[config.mk]
export PLATFORM = sky130hd
export DESIGN_NAME = fetch_unit
export DESIGN_NICKNAME = d
export VERILOG_FILES = /design/src/rtl/fetch_unit_pkg.sv /design/src/rtl/fetch_unit.sv
export SDC_FILE = /design/constraint.sdc
export NUM_CORES = 1
export LEC_CHECK = 0
export ABC_CLOCK_PERIOD_IN_PS = 5900
export CAP_MARGIN = 20
export CELL_PAD_IN_SITES_DETAIL_PLACEMENT = 1
export CELL_PAD_IN_SITES_GLOBAL_PLACEMENT = 2
export CORE_MARGIN = 2
export CORE_UTILIZATION = 30
export CTS_BUF_LIST = sky130_fd_sc_hd__clkbuf_4 sky130_fd_sc_hd__clkbuf_8 sky130_fd_sc_hd__clkbuf_16
export CTS_CLUSTER_SIZE = 28
export DETAILED_ROUTE_END_ITERATION = 12
export PLACE_DENSITY = 0.94
export SLEW_MARGIN = 10
export SYNTH_ARGS = -nofsm -noshare
export SYNTH_HDL_FRONTEND = slang
export SYNTH_SLANG_ARGS = --single-unit
[constraint.sdc]
create_clock -name clk_i -period 5.9 [get_ports clk_i]
set_input_delay 0.59 -clock clk_i [delete_from_list [all_inputs] [get_ports clk_i]]
set_output_delay 0.59 -clock clk_i [all_outputs]
set_load 0.05 [all_outputs]
[src/rtl/fetch_unit_pkg.sv]
// fetch_unit_pkg: shared pipeline definitions for the instruction-fetch stage.
//   - fetch FSM state encodings (IDLE/REQ/FULL/DROP)
//   - NOP_INSTR: bubble word, identical to the IF/ID flush value
//   - DEF_PC_STEP: default byte increment between sequential fetches
package fetch_unit_pkg;

  localparam logic [1:0] ST_IDLE = 2'd0;  // post-reset, no request yet
  localparam logic [1:0] ST_REQ  = 2'd1;  // request outstanding, buffer empty
  localparam logic [1:0] ST_FULL = 2'd2;  // buffer holds a valid word
  localparam logic [1:0] ST_DROP = 2'd3;  // stale request outstanding, data discarded

  localparam logic [31:0] NOP_INSTR   = 32'h0000_0000;
  localparam logic [31:0] DEF_PC_STEP = 32'd4;

endpackage

[src/rtl/fetch_unit.sv]
// fetch_unit: instruction-fetch stage driving the producer side of IF/ID.
// Owns the PC, fetches over a req/ack handshake (any number of wait states),
// holds the returned word in a one-entry buffer and handles branch redirects.
//
// Ports:
//   clk_i, rst_i           clock, async active-high reset
//   stall_i                global stall: freezes PC/buffer/state (ack capture excepted)
//   hazardDetected_i       ID does not consume the buffered word this cycle
//   branchTaken_i          redirect request; branchTarget_i is the new PC
//   imem_req_o/addr_o      fetch request and address (addr = PC in all states)
//   imem_ack_i/data_i      memory response, same-cycle ack allowed
//   instr_o/instrAddr_o    buffered word and its address, 0/0 when empty
//   IFFlush_o              one-cycle pulse on an accepted redirect
module fetch_unit
  import fetch_unit_pkg::*;
#(
  parameter logic [31:0] RESET_PC = 32'h0000_0000,
  parameter logic [31:0] PC_STEP  = DEF_PC_STEP
) (
  input  logic        clk_i,
  input  logic        rst_i,
  input  logic        stall_i,
  input  logic        hazardDetected_i,
  input  logic        branchTaken_i,
  input  logic [31:0] branchTarget_i,
  output logic        imem_req_o,
  output logic [31:0] imem_addr_o,
  input  logic        imem_ack_i,
  input  logic [31:0] imem_data_i,
  output logic [31:0] instr_o,
  output logic [31:0] instrAddr_o,
  output logic        IFFlush_o
);

  logic [1:0]  state_q, state_d;
  logic [31:0] pc_q, pc_d;
  logic [31:0] buf_q, buf_d;
  logic [31:0] bufAddr_q, bufAddr_d;

  logic br, adv;

  // A redirect is only accepted when the pipeline moves; adv means IF/ID
  // takes the buffered word at this edge.
  assign br  = branchTaken_i & ~stall_i;
  assign adv = ~stall_i & ~hazardDetected_i & ~br;

  always_comb begin
    state_d   = state_q;
    pc_d      = pc_q;
    buf_d     = buf_q;
    bufAddr_d = bufAddr_q;
    case (state_q)
      ST_IDLE: begin
        if (br) begin
          pc_d    = branchTarget_i;
          state_d = ST_REQ;
        end else if (!stall_i) begin
          state_d = ST_REQ;
        end
      end
      ST_REQ: begin
        if (br) begin
          pc_d = branchTarget_i;
          // Without an ack the old request is still in flight on the bus;
          // its data must be swallowed before the target is requested.
          if (!imem_ack_i) state_d = ST_DROP;
        end else if (imem_ack_i) begin
          // Captured even under stall so the memory transaction is not lost.
          buf_d     = imem_data_i;
          bufAddr_d = pc_q;
          pc_d      = pc_q + PC_STEP;
          state_d   = ST_FULL;
        end
      end
      ST_FULL: begin
        if (br) begin
          pc_d    = branchTarget_i;
          state_d = ST_REQ;
        end else if (adv) begin
          if (imem_ack_i) begin
            buf_d     = imem_data_i;
            bufAddr_d = pc_q;
            pc_d      = pc_q + PC_STEP;
          end else begin
            state_d = ST_REQ;  // request stays up, no gap
          end
        end
      end
      ST_DROP: begin
        if (br)              pc_d    = branchTarget_i;
        else if (imem_ack_i) state_d = ST_REQ;
      end
      default: state_d = ST_IDLE;
    endcase
  end

  always_ff @(posedge clk_i or posedge rst_i) begin
    if (rst_i) begin
      state_q   <= ST_IDLE;
      pc_q      <= RESET_PC;
      buf_q     <= NOP_INSTR;
      bufAddr_q <= 32'h0;
    end else begin
      state_q   <= state_d;
      pc_q      <= pc_d;
      buf_q     <= buf_d;
      bufAddr_q <= bufAddr_d;
    end
  end

  // In FULL a new request only goes out when the current word is consumed,
  // which is what allows back-to-back fetches at one word per cycle.
  assign imem_req_o  = (state_q == ST_REQ) | (state_q == ST_DROP) |
                       ((state_q == ST_FULL) & adv);
  assign imem_addr_o = pc_q;
  assign instr_o     = (state_q == ST_FULL) ? buf_q : NOP_INSTR;
  assign instrAddr_o = (state_q == ST_FULL) ? bufAddr_q : 32'h0;
  assign IFFlush_o   = br;

endmodule

==> results.json, run 1 <==
{
  "path_clk_slew_ps": 70,
  "hold_slack_ps": 499,
  "power_density_nw_per_um2": 587,
  "finalSetupViolCount": 0,
  "setup_ws_ps": 2190,
  "fin_crit_ps": 3710,
  "design_area_um2": 7240,
  "grt_pass1_vias": 4662,
  "grt_overflow": 0,
  "yosysTopAreaCellShare": 0.485,
  "clockBufferDepth": 2,
  "grt_pass1_wl_um": 25300,
  "synth-simple-area-share": 0.197,
  "synth_compound_area_frac": 0.108,
  "maxSlewHeadroom": 0.423,
  "die_h_um": 134,
  "layoutNonFillerInstCount": 850,
  "fin_util": 0.438,
  "synth_warnings": 0,
  "clock_latency_ps": 350,
  "yosysSeqAreaShare": 0.485,
  "skew_ps": 8.38,
  "drive_gt1_frac": 0.165,
  "row_count": 47,
  "total_power_mw": 4.25,
  "cts_resized": 0,
  "vias_per_cell": 5.07,
  "slew_viol_final": 0,
  "globalplace.congestion": 0.814,
  "grt_max_degree": 71,
  "synthDistinctLibCells": 52,
  "critPathMaxStageDelay_ps": 800,
  "port-buffer-count": 167,
  "core_um2": 16500,
  "dp_slack_ps": 2170,
  "synth_seq_cells": 98,
  "htreeDepth": 3,
  "worst-path-max-fanout": 51,
  "arrival_ps": 3120,
  "cap_violations": 0,
  "clock.fmax_mhz": 270,
  "antenna_found_initial": 0,
  "status": "complete, no violations",
  "n_antenna_cell": 0,
  "numCtsBuffers": 9,
  "syn-num-nets": 545,
  "fin_crit_sh": 0.629,
  "tns_ps": 0,
  "fillers": 1769,
  "avgSynthCellArea_um2": 10.8,
  "ir_worst_vdd_uv": 251,
  "die_w_um": 134,
  "postCtsSetupRepairBufs": 0,
  "start_util": 0.306,
  "synth_mux_area_frac": 0.157,
  "hpwl_um": 11200,
  "drtIter0Drc": 132,
  "rsz0062_at_grt": "no",
  "synth_edf_count": 0,
  "synth_area_leaders": "dfrtp_1 49%, mux2_2 15%, and2_1 8.4%",
  "dpl_cell_area_um2": 6900,
  "drtAntennaViolNets": 0,
  "wl_per_cell_um": 18.4,
  "syn_to_final_growth_pct": 43.2,
  "min_path_type": "register to register",
  "dp_cells": 833,
  "synthArstFlopShare": 1.00,
  "nets": 700,
  "io-pin-count": 168,
  "hold_viol": 0,
  "crit_chain": "inv_1 -> ha_2 -> buf_12 -> nor4b_1 -> or3_1 -> clkdlybuf4s50_1",
  "cp-end-kind": "primary output",
  "hold_buffers": 0,
  "cts.sinks": 98,
  "slowest_stage": "clkdlybuf4s50_1",
  "grt.total_usage": 0.179,
  "cts_tree": "yes",
  "die_area_um2": 17900,
  "synth-main-ff-cell": "dfrtp_1",
  "synthAdderAreaFrac": 0.0144,
  "clock-root-buffer": "clkbuf_16",
  "yosys.area.top_type": "dfrtp_1",
  "start_kind": "register",
  "synth_xor_area_frac": 0,
  "dr.pass1.iters": 4,
  "tightest_slew_ps": 858,
  "p_leak_nw": 2.86,
  "drt-total-wl_um": 15700,
  "crit_type": "register to primary output",
  "via_count": 4310,
  "synth_top_family_by_area": "simple AND/OR/NAND/NOR gates",
  "syn_area_um2": 5050,
  "syn_inst": 470,
  "required_ps": 5310,
  "drc_errors": 0
}
-- synthesized netlist by cell type (2+ instances only) --
cell / number
buf_2: 8
or3_1: 5
clkbuf_1: 17
o22a_1: 5
mux2_2: 66
a31oi_1: 3
o21ai_0: 11
nor2_1: 17
nand2_1: 32
o311ai_1: 2
a221o_1: 3
nand4_1: 5
and3_1: 3
dfrtp_1: 98
and2_1: 68
o22ai_1: 11
nor4_1: 4
a211oi_1: 4
nor4b_1: 2
and3_4: 2
a221oi_1: 2
and2_2: 2
mux2i_1: 5
a21oi_1: 22
a311oi_1: 5
a22oi_1: 4
and4_1: 3
nor3_1: 10
nand3_1: 17
inv_1: 6
clkbuf_8: 3
ha_1: 5
-- cell type report --
class / instances / area (µm²) / area share
clock inverters: 7 / 92.6 / 0.0128
clock buffers: 9 / 225 / 0.0311
repair buffers: 174 / 1740 / 0.240
multi-input cells: 335 / 2430 / 0.335
inverters: 7 / 28.8 / 0.00398
well taps: 220 / 275 / 0.0380
flip-flops and latches: 98 / 2450 / 0.339
-- state kept, by name, indices dropped and copies added (netlist names) --
register and cells:
state_q 2, bufAddr_q 32, imem_addr_o 32, buf_q 32
-- placed cells by master, fill, tap and decap left out, types with 3 or more instances in the layout --
| cell | count |
|---|---|
| a211oi_1 | 4 |
| a21oi_1 | 22 |
| a221o_1 | 3 |
| a22oi_1 | 4 |
| a311oi_1 | 5 |
| and2_1 | 68 |
| and3_1 | 3 |
| and4_1 | 3 |
| buf_4 | 6 |
| clkbuf_16 | 9 |
| clkdlybuf4s50_1 | 167 |
| clkinv_2 | 3 |
| dfrtp_1 | 98 |
| ha_1 | 4 |
| inv_1 | 5 |
| mux2_2 | 66 |
| mux2i_1 | 5 |
| nand2_1 | 32 |
| nand3_1 | 17 |
| nand4_1 | 5 |
| nor2_1 | 17 |
| nor3_1 | 10 |
| nor4_1 | 4 |
| o21ai_0 | 11 |
| o22a_1 | 5 |
| o22ai_1 | 11 |
| or3_1 | 5 |
-- power by group --
group / leakage, nW / internal (mW) / total [mW] / switching, mW
logic: 1.56 / 0.899 / 2.32 / 1.42
clock network: 0.160 / 0.372 / 0.642 / 0.270
registers: 1.14 / 1.00 / 1.29 / 0.290
total: 2.86 / 2.27 / 4.25 / 1.98
-- path summary, 6_finish.rpt --
path / start / endpoint / slack, ps / cells after the start
setup / recovery: state_q[0] / imem_req_o / 2190 / 6
hold / removal: bufAddr_q[2] / bufAddr_q[2] / 500 / 1
setup reg to reg: state_q[0] / bufAddr_q[25] / 2890 / 7
hold reg to reg: bufAddr_q[2] / bufAddr_q[2] / 500 / 1
max in group asynchronous: rst_i / buf_q[14] / 4050 / 3
min in group asynchronous: rst_i / buf_q[7] / 630 / 2
-- critical path, delay by kind of cell, from the launching register on --
kind                     cells  cell delay, ps
adder cells (fa/ha/maj)      1             410
buffers and inverters        3            1160
flip-flops                   1             410
AND/OR/NAND/NOR              2             800
-- logic make-up after synthesis --
kind of cell,Yosys count
flip-flops,98
AND/OR/NAND/NOR,176
adder cells (fa/ha/maj),6
AO/OA/AOI/OAI,82
multiplexers,71
buffers and inverters,37
-- routing by layer --
metal | share of wire | vias to the layer above | GRT usage
li1 | - | 2002 | -
met1 | 0.45 | 2158 | 0.227
met2 | 0.48 | 133 | 0.308
met3 | 0.053 | 17 | 0.0374
met4 | 0.014 | 0 | 0.0520
met5 | 0 | - | 0
(Power assumes the default switching activity.)
==> inputs of run 2 (changes only) <==
--- a/config.mk
+++ b/config.mk
@@ -5,16 +5,16 @@
 export SDC_FILE = /design/constraint.sdc
 export NUM_CORES = 1
 export LEC_CHECK = 0
-export ABC_CLOCK_PERIOD_IN_PS = 5900
+export ABC_CLOCK_PERIOD_IN_PS = 3700
 export CAP_MARGIN = 20
 export CELL_PAD_IN_SITES_DETAIL_PLACEMENT = 1
 export CELL_PAD_IN_SITES_GLOBAL_PLACEMENT = 2
 export CORE_MARGIN = 2
-export CORE_UTILIZATION = 30
+export CORE_UTILIZATION = 28
 export CTS_BUF_LIST = sky130_fd_sc_hd__clkbuf_4 sky130_fd_sc_hd__clkbuf_8 sky130_fd_sc_hd__clkbuf_16
 export CTS_CLUSTER_SIZE = 28
 export DETAILED_ROUTE_END_ITERATION = 12
-export PLACE_DENSITY = 0.94
+export PLACE_DENSITY = 0.89
 export SLEW_MARGIN = 10
 export SYNTH_ARGS = -nofsm -noshare
 export SYNTH_HDL_FRONTEND = slang
==> constraint.sdc (replaced) <==
create_clock -name clk_i -period 3.7 [get_ports clk_i]
set_input_delay 0.37 -clock clk_i [delete_from_list [all_inputs] [get_ports clk_i]]
set_output_delay 0.37 -clock clk_i [all_outputs]
set_load 0.05 [all_outputs]
==> run 2 against run 1 <==
Effect of this change:
- clock skew is 2.8 ps lower
- cell count is 1.2% higher
- combinational power is 60% higher
- global-route usage is 1.1 points lower
- design area hardly changed
- highest routed layer unchanged
==> results.json, run 2 (synthesis gave the netlist of run 1 again) <==
{
  "status": "complete, no violations",
  "n_antenna_cell": 0,
  "clock_latency_ps": 340,
  "die_w_um": 138,
  "cp-end-kind": "primary output",
  "cts.sinks": 98,
  "hold_slack_ps": 495,
  "tns_ps": 0,
  "tightest_slew_ps": 853,
  "hpwl_um": 11500,
  "nets": 703,
  "antenna_found_initial": 0,
  "hold_buffers": 0,
  "grt_pass1_vias": 4699,
  "vias_per_cell": 4.93,
  "grt_pass1_wl_um": 25900,
  "row_count": 49,
  "start_kind": "register",
  "arrival_ps": 2740,
  "maxSlewHeadroom": 0.427,
  "grt_overflow": 0,
  "htreeDepth": 3,
  "crit_type": "register to primary output",
  "cap_violations": 0,
  "grt.total_usage": 0.168,
  "path_clk_slew_ps": 70,
  "min_path_type": "register to register",
  "cts_tree": "yes",
  "drive_gt1_frac": 0.166,
  "cts_resized": 0,
  "dr.pass1.iters": 4,
  "syn_to_final_growth_pct": 43.3,
  "worst-path-max-fanout": 16,
  "grt_max_degree": 66,
  "via_count": 4238,
  "rsz0062_at_grt": "no",
  "die_area_um2": 19100,
  "p_leak_nw": 2.85,
  "drt-total-wl_um": 15700,
  "hold_viol": 0,
  "design_area_um2": 7240,
  "dp_cells": 845,
  "io-pin-count": 168,
  "clock.fmax_mhz": 321,
  "finalSetupViolCount": 0,
  "power_density_nw_per_um2": 926,
  "die_h_um": 138,
  "clockBufferDepth": 2,
  "postCtsSetupRepairBufs": 0,
  "final_common_cell": "clkdlybuf4s50_1",
  "clock-root-buffer": "clkbuf_16",
  "drtIter0Drc": 128,
  "dpl_cell_area_um2": 6950,
  "numCtsBuffers": 9,
  "fin_crit_sh": 0.842,
  "port-buffer-count": 167,
  "layoutNonFillerInstCount": 860,
  "core_um2": 17800,
  "total_power_mw": 6.70,
  "start_util": 0.283,
  "drtAntennaViolNets": 0,
  "drc_errors": 0,
  "globalplace.congestion": 0.777,
  "required_ps": 3330,
  "fin_crit_ps": 3110,
  "wl_per_cell_um": 18.3,
  "ir_worst_vdd_uv": 391,
  "slew_viol_final": 0,
  "skew_ps": 5.57,
  "final_cell_mix": "167 x clkdlybuf4s50_1, 98 x dfrtp_1, 68 x and2_1, 66 x mux2_2, 32 x nand2_1"
}
[run 2: changes by cell type in the layout (fill, tap and decap cells not counted), sizes merged]
| cell | before | now |
|---|---|---|
| clkinv | 4 | 2 |
| bufinv | 2 | 1 |
| clkinvlp | 0 | 1 |
| buf | 7 | 10 |
[run 2: worst max-delay path: stages (launching register included)]
cell             delay [ps]
dfrtp_1                 420
inv_1                   100
ha_2                    320
nor4b_1                 570
or3_1                   190
clkdlybuf4s50_1         800
[run 2: path summary, 6_finish.rpt]
path,end,startpoint,slack (ps),cells after the start
hold reg to reg,buf_q[9],buf_q[9],500,1
hold / removal,buf_q[9],buf_q[9],500,1
max in group asynchronous,imem_addr_o[13],rst_i,2350,3
setup reg to reg,imem_addr_o[28],imem_addr_o[2],1280,5
setup / recovery,imem_req_o,state_q[0],590,5
min in group asynchronous,buf_q[7],rst_i,560,2
[run 2: area by class of cell]
type | count | area, µm²
clock buffer | 9 | 225
clock inverter | 5 | 56.3
fill | 1973 | 10600
inverter | 7 | 28.8
multi-input combinational | 335 | 2430
sequential | 98 | 2450
tap | 229 | 287
timing repair buffer | 177 | 1770
[run 2: power by group]
part	total [mW]	leakage [nW]	switching (mW)	internal, mW
Combinational	3.71	1.58	2.25	1.46
Sequential	2.07	1.14	0.471	1.60
Clock	0.922	0.138	0.405	0.517
Total	6.70	2.85	3.13	3.58
[run 2: per-stage QoR]
step                       util  worst slack, ps
after floorplan               -              768
after global placement    0.389              909
after detailed placement  0.389              821
after CTS                 0.405              499
after global routing      0.406              347
final                     0.406              586
[run 2: metal layers]
metal	global-route usage	vias up	wire length (µm)
met1	0.210	2097	6920
met3	0.0357	16	809
met2	0.292	119	7780
met4	0.0494	0	224
li1	-	2006	-
met5	0	-	0
==> inputs of run 3 (changes only) <==
--- a/config.mk
+++ b/config.mk
@@ -5,16 +5,16 @@
 export SDC_FILE = /design/constraint.sdc
 export NUM_CORES = 1
 export LEC_CHECK = 0
-export ABC_CLOCK_PERIOD_IN_PS = 3700
+export ABC_CLOCK_PERIOD_IN_PS = 2710
 export CAP_MARGIN = 20
 export CELL_PAD_IN_SITES_DETAIL_PLACEMENT = 1
 export CELL_PAD_IN_SITES_GLOBAL_PLACEMENT = 2
 export CORE_MARGIN = 2
-export CORE_UTILIZATION = 28
+export CORE_UTILIZATION = 25
 export CTS_BUF_LIST = sky130_fd_sc_hd__clkbuf_4 sky130_fd_sc_hd__clkbuf_8 sky130_fd_sc_hd__clkbuf_16
 export CTS_CLUSTER_SIZE = 28
 export DETAILED_ROUTE_END_ITERATION = 12
-export PLACE_DENSITY = 0.89
+export PLACE_DENSITY = 0.84
 export SLEW_MARGIN = 10
 export SYNTH_ARGS = -nofsm -noshare
 export SYNTH_HDL_FRONTEND = slang
==> constraint.sdc (replaced) <==
create_clock -name clk_i -period 2.71 [get_ports clk_i]
set_input_delay 0.271 -clock clk_i [delete_from_list [all_inputs] [get_ports clk_i]]
set_output_delay 0.271 -clock clk_i [all_outputs]
set_load 0.05 [all_outputs]
==> run 3 against run 2 <==
Effect of this change:
- clock power grew 34%
- sequential power grew 35%
- global-route usage shrank 1.6 points
- critical endpoint is now instrAddr_o[5]
- utilization fell by 4.0 points
- non-clock buffer count grew 7
- first-iteration DRC count grew 61%
==> results.json, run 3 (synthesis gave the netlist of run 1 again) <==
{
  "cts.sinks": 98,
  "vias_per_cell": 4.76,
  "fin_crit_sh": 0.904,
  "clock_latency_ps": 350,
  "worst-path-max-fanout": 23,
  "slew_viol_final": 0,
  "globalplace.congestion": 0.792,
  "row_count": 52,
  "fin_crit_ps": 2450,
  "crit_chain": "inv_1 -> ha_4 -> and2_1 -> clkdlybuf4s50_1",
  "drc_errors": 0,
  "nets": 710,
  "path_clk_slew_ps": 70,
  "final_common_cell": "clkdlybuf4s50_1",
  "die_area_um2": 21400,
  "maxSlewHeadroom": 0.598,
  "htreeDepth": 3,
  "arrival_ps": 2180,
  "dr.pass1.iters": 4,
  "skew_ps": 6.92,
  "ir_worst_vdd_uv": 511,
  "critical-path-top-delay-family": "buffers and inverters",
  "min_path_type": "input port to async pin",
  "rsz0062_at_grt": "no",
  "drtIter0Drc": 206,
  "grt_overflow": 0,
  "total_power_mw": 9.21,
  "cp-end-kind": "primary output",
  "clockBufferDepth": 2,
  "dp_cells": 894,
  "grt.total_usage": 0.152,
  "grt_max_degree": 99,
  "tns_ps": 0,
  "fin_util": 0.366,
  "postCtsSetupRepairBufs": 0,
  "drt-total-wl_um": 16100,
  "drive_gt1_frac": 0.253,
  "cts_resized": 0,
  "finalSetupViolCount": 0,
  "hold_buffers": 0,
  "antenna_found_initial": 0,
  "numCtsBuffers": 9,
  "syn_to_final_growth_pct": 45.0,
  "clock-root-buffer": "clkbuf_16",
  "critPathMaxStageDelay_ps": 800,
  "startpoint": "state_q[0]",
  "reg2reg_from": "imem_addr_o[2]",
  "slowest_stage": "clkdlybuf4s50_1",
  "die_h_um": 146,
  "required_ps": 2440,
  "n_antenna_cell": 0,
  "hpwl_um": 11700,
  "status": "complete, no violations",
  "via_count": 4336,
  "cap_violations": 0,
  "start_util": 0.252,
  "io-pin-count": 168,
  "crit_type": "register to primary output",
  "drtAntennaViolNets": 0,
  "crit_buf_inv": 2,
  "start_kind": "register",
  "port-buffer-count": 167,
  "tightest_slew_ps": 602,
  "layoutNonFillerInstCount": 910,
  "final_cell_mix": "104 x clkdlybuf4s50_1, 98 x dfrtp_1, 68 x and2_1, 66 x mux2_2, 59 x buf_4",
  "core_um2": 20000,
  "p_leak_nw": 3.26,
  "cts_tree": "yes",
  "grt_pass1_vias": 4713,
  "die_w_um": 146,
  "wl_per_cell_um": 17.7,
  "power_density_nw_per_um2": 1260,
  "clock.fmax_mhz": 408,
  "hold_viol": 0,
  "grt_pass1_wl_um": 25900
}
[run 3: cell types whose count changed in the layout (fill, tap and decap cells not counted), sizes merged]
cell,before,now
clkinv,2,4
bufinv,1,0
dlymetal6s2s,0,15
clkdlybuf4s50,167,104
clkinvlp,1,2
buf,10,65
[run 3: per-layer routing]
metal / wire [µm] / global-route usage / share of wire
met1: 7200 / 0.197 / 0.45
met2: 7840 / 0.252 / 0.49
met3: 831 / 0.0369 / 0.052
met4: 214 / 0.0437 / 0.013
met5: 0 / 0 / 0
[run 3: worst min-delay path, stage by stage]
cell and delay (ps):
clkdlybuf4s50_1 440, clkinvlp_4 100, buf_12 390
[run 3: power breakdown]
part           internal (mW)  switching [mW]
Clock                  0.630           0.608
Combinational           2.05            3.14
Sequential              2.18           0.602
Total                   4.86            4.35
[run 3: cell type report]
type	instances	area, µm²
clock buffer	9	225
clock inverter	7	52.6
fill	2266	12700
inverter	7	30.0
multi-input combinational	335	2440
sequential	98	2450
tap	270	338
timing repair buffer	184	1790
[run 3: worst paths after layout]
check	cells past startpoint	slack, ps	to
min	3	400	buf_q[14]
min in group clk_i	3	460	imem_addr_o[1]
max	4	260	instrAddr_o[5]
max reg2reg	5	530	imem_addr_o[24]
max in group asynchronous	3	1810	buf_q[29]
min reg2reg	1	500	bufAddr_q[7]
[run 3: metrics by stage]
stage          area (µm²)  hold slack (ps)  setup slack (ps)
6_report             7330              401               259
5_1_grt              7330              474               155
4_1_cts              7280              458              33.0
3_5_place_dp         7000              487               329
3_3_place_gp         7000              478               384
2_1_floorplan        5060              376               449
